[config.mk]
export PLATFORM = sky130hd
export DESIGN_NAME = ecg_uart_scheduler
export DESIGN_NICKNAME = d
export VERILOG_FILES = /design/src/rtl/ecg_uart_scheduler.sv
export SDC_FILE = /design/constraint.sdc
export NUM_CORES = 1
export LEC_CHECK = 0
export ABC_CLOCK_PERIOD_IN_PS = 4420
export CAP_MARGIN = 40
export CORE_MARGIN = 3
export CORE_UTILIZATION = 50
export DETAILED_ROUTE_END_ITERATION = 10
export PLACE_DENSITY_LB_ADDON = 0.08
export SLEW_MARGIN = 0
export SYNTH_ARGS = -nofsm -noshare
export SYNTH_HDL_FRONTEND = slang
export SYNTH_SLANG_ARGS = --single-unit
[constraint.sdc]
create_clock -name clk -period 4.42 [get_ports clk]
set_input_delay 1.326 -clock clk [delete_from_list [all_inputs] [get_ports clk]]
set_output_delay 1.326 -clock clk [all_outputs]
set_load 0.1 [all_outputs]
[src/rtl/ecg_uart_scheduler.sv]
// ecg_uart_scheduler
//   Packetises ECG samples and heart-rate / RR-interval readings from the
//   MAX30003 driver into framed byte streams. It also shares the single uart_tx
//   transmitter between the two sources, one whole frame at a time.
//
//   Frame layout (the checksum is the XOR of the type byte and the payload):
//     ECG : SYNC, TYPE_ECG, s[23:16], s[15:8], s[7:0], chk          (6 bytes)
//     HR  : SYNC, TYPE_HR, hr[15:8], hr[7:0], rr[15:8], rr[7:0], chk (7 bytes)
//
// Ports
//   clk          system clock
//   rst          asynchronous reset, active-high
//   en           1 = new frames may start; 0 = finish the current frame, then hold
//   ecg_valid    1-cycle strobe, ecg_sample valid
//   ecg_sample   24-bit ECG sample
//   hr_valid     1-cycle strobe, heart_rate / rr_interval valid
//   heart_rate   16-bit heart rate
//   rr_interval  16-bit RR interval
//   tx_busy      uart_tx busy
//   tx_start     1-cycle pulse, uart_tx loads tx_data
//   tx_data      byte to transmit, held from tx_start until tx_busy falls
//   frame_done   1-cycle pulse after the last byte of a frame completes
//   drop_cnt     count of pending samples lost to overwrite, saturates at 255
module ecg_uart_scheduler #(
  parameter logic [7:0] SYNC_BYTE = 8'hA5,
  parameter logic [7:0] TYPE_ECG  = 8'h01,
  parameter logic [7:0] TYPE_HR   = 8'h02
) (
  input  logic        clk,
  input  logic        rst,
  input  logic        en,
  input  logic        ecg_valid,
  input  logic [23:0] ecg_sample,
  input  logic        hr_valid,
  input  logic [15:0] heart_rate,
  input  logic [15:0] rr_interval,
  input  logic        tx_busy,
  output logic        tx_start,
  output logic [7:0]  tx_data,
  output logic        frame_done,
  output logic [7:0]  drop_cnt
);

  typedef enum logic [2:0] {
    IDLE    = 3'd0,
    LOAD    = 3'd1,
    SEND    = 3'd2,
    WAIT_HI = 3'd3,
    WAIT_LO = 3'd4
  } state_t;

  state_t state_q, state_d;

  logic [23:0] ecgData_q, ecgData_d;
  logic        ecgFull_q, ecgFull_d;
  logic [31:0] hrData_q, hrData_d;
  logic        hrFull_q, hrFull_d;
  logic        selHr_q, selHr_d;
  logic [7:0]  frame_q [0:6];
  logic [7:0]  frame_d [0:6];
  logic [2:0]  lastIdx_q, lastIdx_d;
  logic [2:0]  idx_q, idx_d;
  logic        txStart_q, txStart_d;
  logic [7:0]  txData_q, txData_d;
  logic        frameDone_q, frameDone_d;
  logic [7:0]  dropCnt_q, dropCnt_d;

  logic        consumeEcg;
  logic        consumeHr;
  logic [1:0]  dropInc;
  logic [8:0]  dropSum;

  // State register.
  always_ff @(posedge clk or posedge rst) begin
    if (rst) begin
      state_q <= IDLE;
    end else begin
      state_q <= state_d;
    end
  end

  // Next-state logic. The transmitter is handed one byte at a time. Each byte
  // waits for the busy flag to rise and then fall before the next one goes out.
  always_comb begin
    state_d = state_q;
    case (state_q)
      IDLE:    if (en && (ecgFull_q || hrFull_q)) state_d = LOAD;
      LOAD:    state_d = SEND;
      SEND:    if (!tx_busy) state_d = WAIT_HI;
      WAIT_HI: if (tx_busy) state_d = WAIT_LO;
      WAIT_LO: if (!tx_busy) state_d = (idx_q == lastIdx_q) ? IDLE : SEND;
      default: state_d = IDLE;
    endcase
  end

  // Output and datapath next-state logic.
  always_comb begin
    ecgData_d   = ecgData_q;
    ecgFull_d   = ecgFull_q;
    hrData_d    = hrData_q;
    hrFull_d    = hrFull_q;
    selHr_d     = selHr_q;
    frame_d     = frame_q;
    lastIdx_d   = lastIdx_q;
    idx_d       = idx_q;
    txStart_d   = 1'b0;
    txData_d    = txData_q;
    frameDone_d = 1'b0;
    dropInc     = 2'd0;

    // A slot emptied by LOAD in this same cycle may take a new strobe without
    // counting a drop.
    consumeEcg = (state_q == LOAD) && !selHr_q;
    consumeHr  = (state_q == LOAD) && selHr_q;

    if (ecg_valid) begin
      ecgData_d = ecg_sample;
      ecgFull_d = 1'b1;
      if (ecgFull_q && !consumeEcg) dropInc = dropInc + 2'd1;
    end else if (consumeEcg) begin
      ecgFull_d = 1'b0;
    end

    if (hr_valid) begin
      hrData_d = {heart_rate, rr_interval};
      hrFull_d = 1'b1;
      if (hrFull_q && !consumeHr) dropInc = dropInc + 2'd1;
    end else if (consumeHr) begin
      hrFull_d = 1'b0;
    end

    dropSum   = {1'b0, dropCnt_q} + {7'd0, dropInc};
    dropCnt_d = dropSum[8] ? 8'hFF : dropSum[7:0];

    case (state_q)
      IDLE: begin
        // The HR source wins when both slots are full.
        selHr_d = hrFull_q;
      end
      LOAD: begin
        // Build the frame from the registered slot. A strobe arriving in this
        // same cycle only affects the next frame.
        idx_d      = 3'd0;
        frame_d[0] = SYNC_BYTE;
        if (selHr_q) begin
          frame_d[1] = TYPE_HR;
          frame_d[2] = hrData_q[31:24];
          frame_d[3] = hrData_q[23:16];
          frame_d[4] = hrData_q[15:8];
          frame_d[5] = hrData_q[7:0];
          frame_d[6] = TYPE_HR ^ hrData_q[31:24] ^ hrData_q[23:16]
                       ^ hrData_q[15:8] ^ hrData_q[7:0];
          lastIdx_d  = 3'd6;
        end else begin
          frame_d[1] = TYPE_ECG;
          frame_d[2] = ecgData_q[23:16];
          frame_d[3] = ecgData_q[15:8];
          frame_d[4] = ecgData_q[7:0];
          frame_d[5] = TYPE_ECG ^ ecgData_q[23:16] ^ ecgData_q[15:8]
                       ^ ecgData_q[7:0];
          frame_d[6] = 8'h00;
          lastIdx_d  = 3'd5;
        end
      end
      SEND: begin
        if (!tx_busy) begin
          txStart_d = 1'b1;
          txData_d  = frame_q[idx_q];
        end
      end
      WAIT_LO: begin
        if (!tx_busy) begin
          if (idx_q == lastIdx_q) frameDone_d = 1'b1;
          else                    idx_d = idx_q + 3'd1;
        end
      end
      default: ;
    endcase
  end

  // Datapath and output registers.
  always_ff @(posedge clk or posedge rst) begin
    if (rst) begin
      ecgData_q   <= '0;
      ecgFull_q   <= 1'b0;
      hrData_q    <= '0;
      hrFull_q    <= 1'b0;
      selHr_q     <= 1'b0;
      for (int i = 0; i < 7; i++) frame_q[i] <= '0;
      lastIdx_q   <= '0;
      idx_q       <= '0;
      txStart_q   <= 1'b0;
      txData_q    <= '0;
      frameDone_q <= 1'b0;
      dropCnt_q   <= '0;
    end else begin
      ecgData_q   <= ecgData_d;
      ecgFull_q   <= ecgFull_d;
      hrData_q    <= hrData_d;
      hrFull_q    <= hrFull_d;
      selHr_q     <= selHr_d;
      frame_q     <= frame_d;
      lastIdx_q   <= lastIdx_d;
      idx_q       <= idx_d;
      txStart_q   <= txStart_d;
      txData_q    <= txData_d;
      frameDone_q <= frameDone_d;
      dropCnt_q   <= dropCnt_d;
    end
  end

  assign tx_start   = txStart_q;
  assign tx_data    = txData_q;
  assign frame_done = frameDone_q;
  assign drop_cnt   = dropCnt_q;

endmodule

==> flow_summary.toml <==
[detailed_routing]
first_pass_iters = 4
topRoutingLayerUsed = "met4"
wl_per_cell_um = 16.2
drt_first_iter_violations = 265
detail_route.wirelength.met1_mm = 5.89
detail-route-antenna-nets = 0
wl_met2_mm = 5.78
routed_wirelength_mm = 12.2
detailroute.via_count = 3992
route.detailed.drc = 0
post_drt_via_cell_ratio = 5.29
met3_length_um = 448

[yosys]
post_synth_instance_area_mm2 = 0.00603
yosys_register_bits = 126
synth_top_cell_by_area = "sky130_fd_sc_hd__dfrtp_1"
post_synth_num_cell_types = 48
yosys_warnings = 0
synth_top_cells_by_area = "sky130_fd_sc_hd__dfrtp_1 (52%), sky130_fd_sc_hd__mux2_2 (12%), sky130_fd_sc_hd__mux2i_1 (6.5%), sky130_fd_sc_hd__xnor2_1 (4.4%), sky130_fd_sc_hd__nand2_1 (3.7%)"
synth-main-ff-cell = "sky130_fd_sc_hd__dfrtp_1"
postSynthAreaPerCell_um2 = 11.9
synth_common_cells = "sky130_fd_sc_hd__dfrtp_1 (126), sky130_fd_sc_hd__mux2_2 (65), sky130_fd_sc_hd__nand2_1 (60)"
postSynthNetCount = 574
ys_async_sr_fraction_pct = 100
post_synth_inst_count = 507
synth_enable_flop_cells = 0
synth.yosys.seq_area_share_pct = 52.3
synth_top_area_share_pct = 52.3
yosysMostFrequentCell = "sky130_fd_sc_hd__dfrtp_1"

[sta]
final.setup_skew_ps = 5.45
timing_worst_slew_pin_value_ps = 785
worst_slew_margin_rel_pct = 47.7
timing.final.setup_violations = 0
final.period_utilization_pct = 78.6
report.final.slew_viol_count = 0
final.min_clock_period_ps = 3480
fmax_mhz = 288
rsz0062_at_grt = "no"
setup-tns-final_ps = 0
finalWorstSetupSlack_ps = 944
hold_viol_final = 0

[floorplanning]
floorplan.initialDensity_pct = 51.9
die_height_um = 116
std_cell_rows = 39
die_area_mm2 = 0.0134
die_width_um = 116
design.core.area_mm2 = 0.0116
boundaryPins = 80

[finish]
layout.cell_area.non_filler_mm2 = 0.00773
drive_gt1_share_pct = 22.1
n_antenna_cell = 0
area_growth_syn_to_layout_pct = 28.1
nNetsFinal = 666

[power_and_ir_drop]
combinationalPowerShare_pct = 38.4
internal_power_w = 0.00319
power_frac_clock_pct = 26.7
switching_share_pct = 37.1
ir_worst_vdd_mv = 0.681
power_leakage_nw = 3.47
power_density_mw_per_mm2 = 656
sequentialPowerShare_pct = 34.8
power_switching_w = 0.00188

[hold_path]
hp-class = "flop to flop"

[global_route]
grt_pass1_vias = 4144
globalRouteTotalUtil_pct = 19.8
initial_antenna_violation_count = 0
grt_remaining_overflow = 0
maximum_number_of_pins_on_one_net_before_global_route_repair = 127
grt_first_pass_wirelength_mm = 20.7

[place]
setup_slack_placement_ps = 519
place_area_mm2 = 0.00715
gp_routability_congestion = 0.783
dp_hpwl_mm = 8.30
placement.io_buffers = 79

[clock_network]
tritoncts = "done"
maximum_count_of_clock_buffers_along_a_single_path = 2
h-tree-depth = 4
clkTransAtPathRegs_ps = 50
holdBufCountCts = 0
clock_tree.root_cell = "sky130_fd_sc_hd__clkbuf_16"
post_cts.repair.setup_buffers = 0
numCtsBuffers = 17
worstSkewPairLatency_ps = 410
post_cts_resize_count = 0
cts_num_sinks = 126

[critical_path]
cp_slowest_stage_delay_ps = 480
endpoint_kind = "flop"
worst-path-max-fanout = 5
critical_path.cell_chain = "clkdlybuf4s50_1 -> inv_1 -> nor2_1 -> ha_1 -> nand2_1 -> o31ai_1 -> ha_1 -> inv_1 -> fa_1 -> nor2b_1 -> nand3_1 -> nor3_1 -> a21oi_1"
crit_arrival_ps = 3770
worstPathRequired_ps = 4710
cp-start-kind = "primary input"
crit_slowest_cell = "sky130_fd_sc_hd__clkdlybuf4s50_1"
timing.setup.critical_path_class = "primary input to flop"

[job]
max_cap_violations = 0

[run_status]
outcome = "finished clean"
logic make-up (layout without fill, tap and decap cells):
logic type      after synthesis  in the layout  share of synthesized area, %
xor+xnor                     45             45                          6.91
fa+ha+maj                     5              5                          1.16
flops                       126            126                          52.3
simple gates                102            102                          8.11
mux                         105            105                          18.9
compound gates               84             84                          8.92
buf+inv                      40            144                          3.76
flip-flops by register name, indices dropped and copies added, names as in the netlist:
| signal | cells |
|---|---|
| idx_q | 3 |
| ecgFull_q | 1 |
| hrData_q | 32 |
| lastIdx_q | 3 |
| tx_data | 8 |
| frame_done | 1 |
| selHr_q | 1 |
| hrFull_q | 1 |
| drop_cnt | 8 |
| ecgData_q | 24 |
| state_q | 3 |
| tx_start | 1 |
| frame_q | 40 |
worst max-delay path: cells and delay by family:
kind	cells	cell delay, ps
adders and majority gates	3	910
and+or+nand+nor	5	690
buffers and inverters	3	680
AOI/OAI and AO/OA	2	140
layout make-up:
cell class | count | area, um2
Multi-Input combinational cell | 341 | 2650
Sequential cell | 126 | 3150
Inverter | 9 | 37.5
Clock inverter | 7 | 85.1
Fill cell | 891 | 3890
Tap cell | 143 | 179
Timing Repair Buffer | 104 | 1130
Clock buffer | 24 | 492
power by group through the flow:
stage	Combinational, W	Sequential, W	Clock (W)
final	0.00195	0.00177	0.00136
after global routing	0.00211	0.00182	0.00143
after detailed placement	0.00196	0.00178	0
after CTS	0.00197	0.00177	0.00138
after global placement	0.00171	0.00176	0
after floorplan	0.000989	0.00214	0
final timing paths:
path	endpoint	startpoint	slack (ps)	cells past startpoint
min reg2reg	frame_q[35]	frame_q[35]	480	2
min in group asynchronous	ecgData_q[1]	rst	1410	3
max reg2reg	drop_cnt[6]	state_q[0]	1010	13
max	drop_cnt[6]	ecg_valid	940	13
max in group asynchronous	selHr_q	rst	2380	3
min	frame_q[35]	frame_q[35]	480	2
per-stage QoR:
stage | util [%] | instances | hold slack, ps | power (W)
after global placement | 59.2 | 705 | 463 | 0.00347
final | 66.5 | 754 | 477 | 0.00507
after detailed placement | 61.6 | 723 | 469 | 0.00374
after CTS | 66.5 | 754 | 481 | 0.00511
after global routing | 66.5 | 754 | 501 | 0.00535
after floorplan | - | 507 | 444 | 0.00312
cell usage in the layout (no fill, tap or decap), types with 4 or more instances in the layout:
cell type / instances
sky130_fd_sc_hd__buf_8: 18
sky130_fd_sc_hd__o21ai_0: 37
sky130_fd_sc_hd__buf_4: 6
sky130_fd_sc_hd__clkdlybuf4s50_1: 79
sky130_fd_sc_hd__a21o_1: 4
sky130_fd_sc_hd__xor2_1: 12
sky130_fd_sc_hd__clkbuf_16: 17
sky130_fd_sc_hd__dfrtp_1: 125
sky130_fd_sc_hd__a31oi_1: 5
sky130_fd_sc_hd__xnor2_1: 30
sky130_fd_sc_hd__nor2_1: 7
sky130_fd_sc_hd__nand2_1: 59
sky130_fd_sc_hd__ha_1: 4
sky130_fd_sc_hd__a22o_1: 10
sky130_fd_sc_hd__nor2b_1: 5
sky130_fd_sc_hd__mux2i_1: 39
sky130_fd_sc_hd__clkbuf_8: 4
sky130_fd_sc_hd__clkinv_2: 5
sky130_fd_sc_hd__a21oi_1: 7
sky130_fd_sc_hd__mux2_2: 65
sky130_fd_sc_hd__nand2b_1: 8
sky130_fd_sc_hd__inv_1: 8
routing by layer:
layer | GRT usage (%) | up-vias
met5 | 0 | -
met4 | 5.57 | 0
met3 | 5.80 | 12
met2 | 31.0 | 66
met1 | 27.3 | 1970
li1 | - | 1944
No activity file was read; power rests on OpenSTA's default activity.
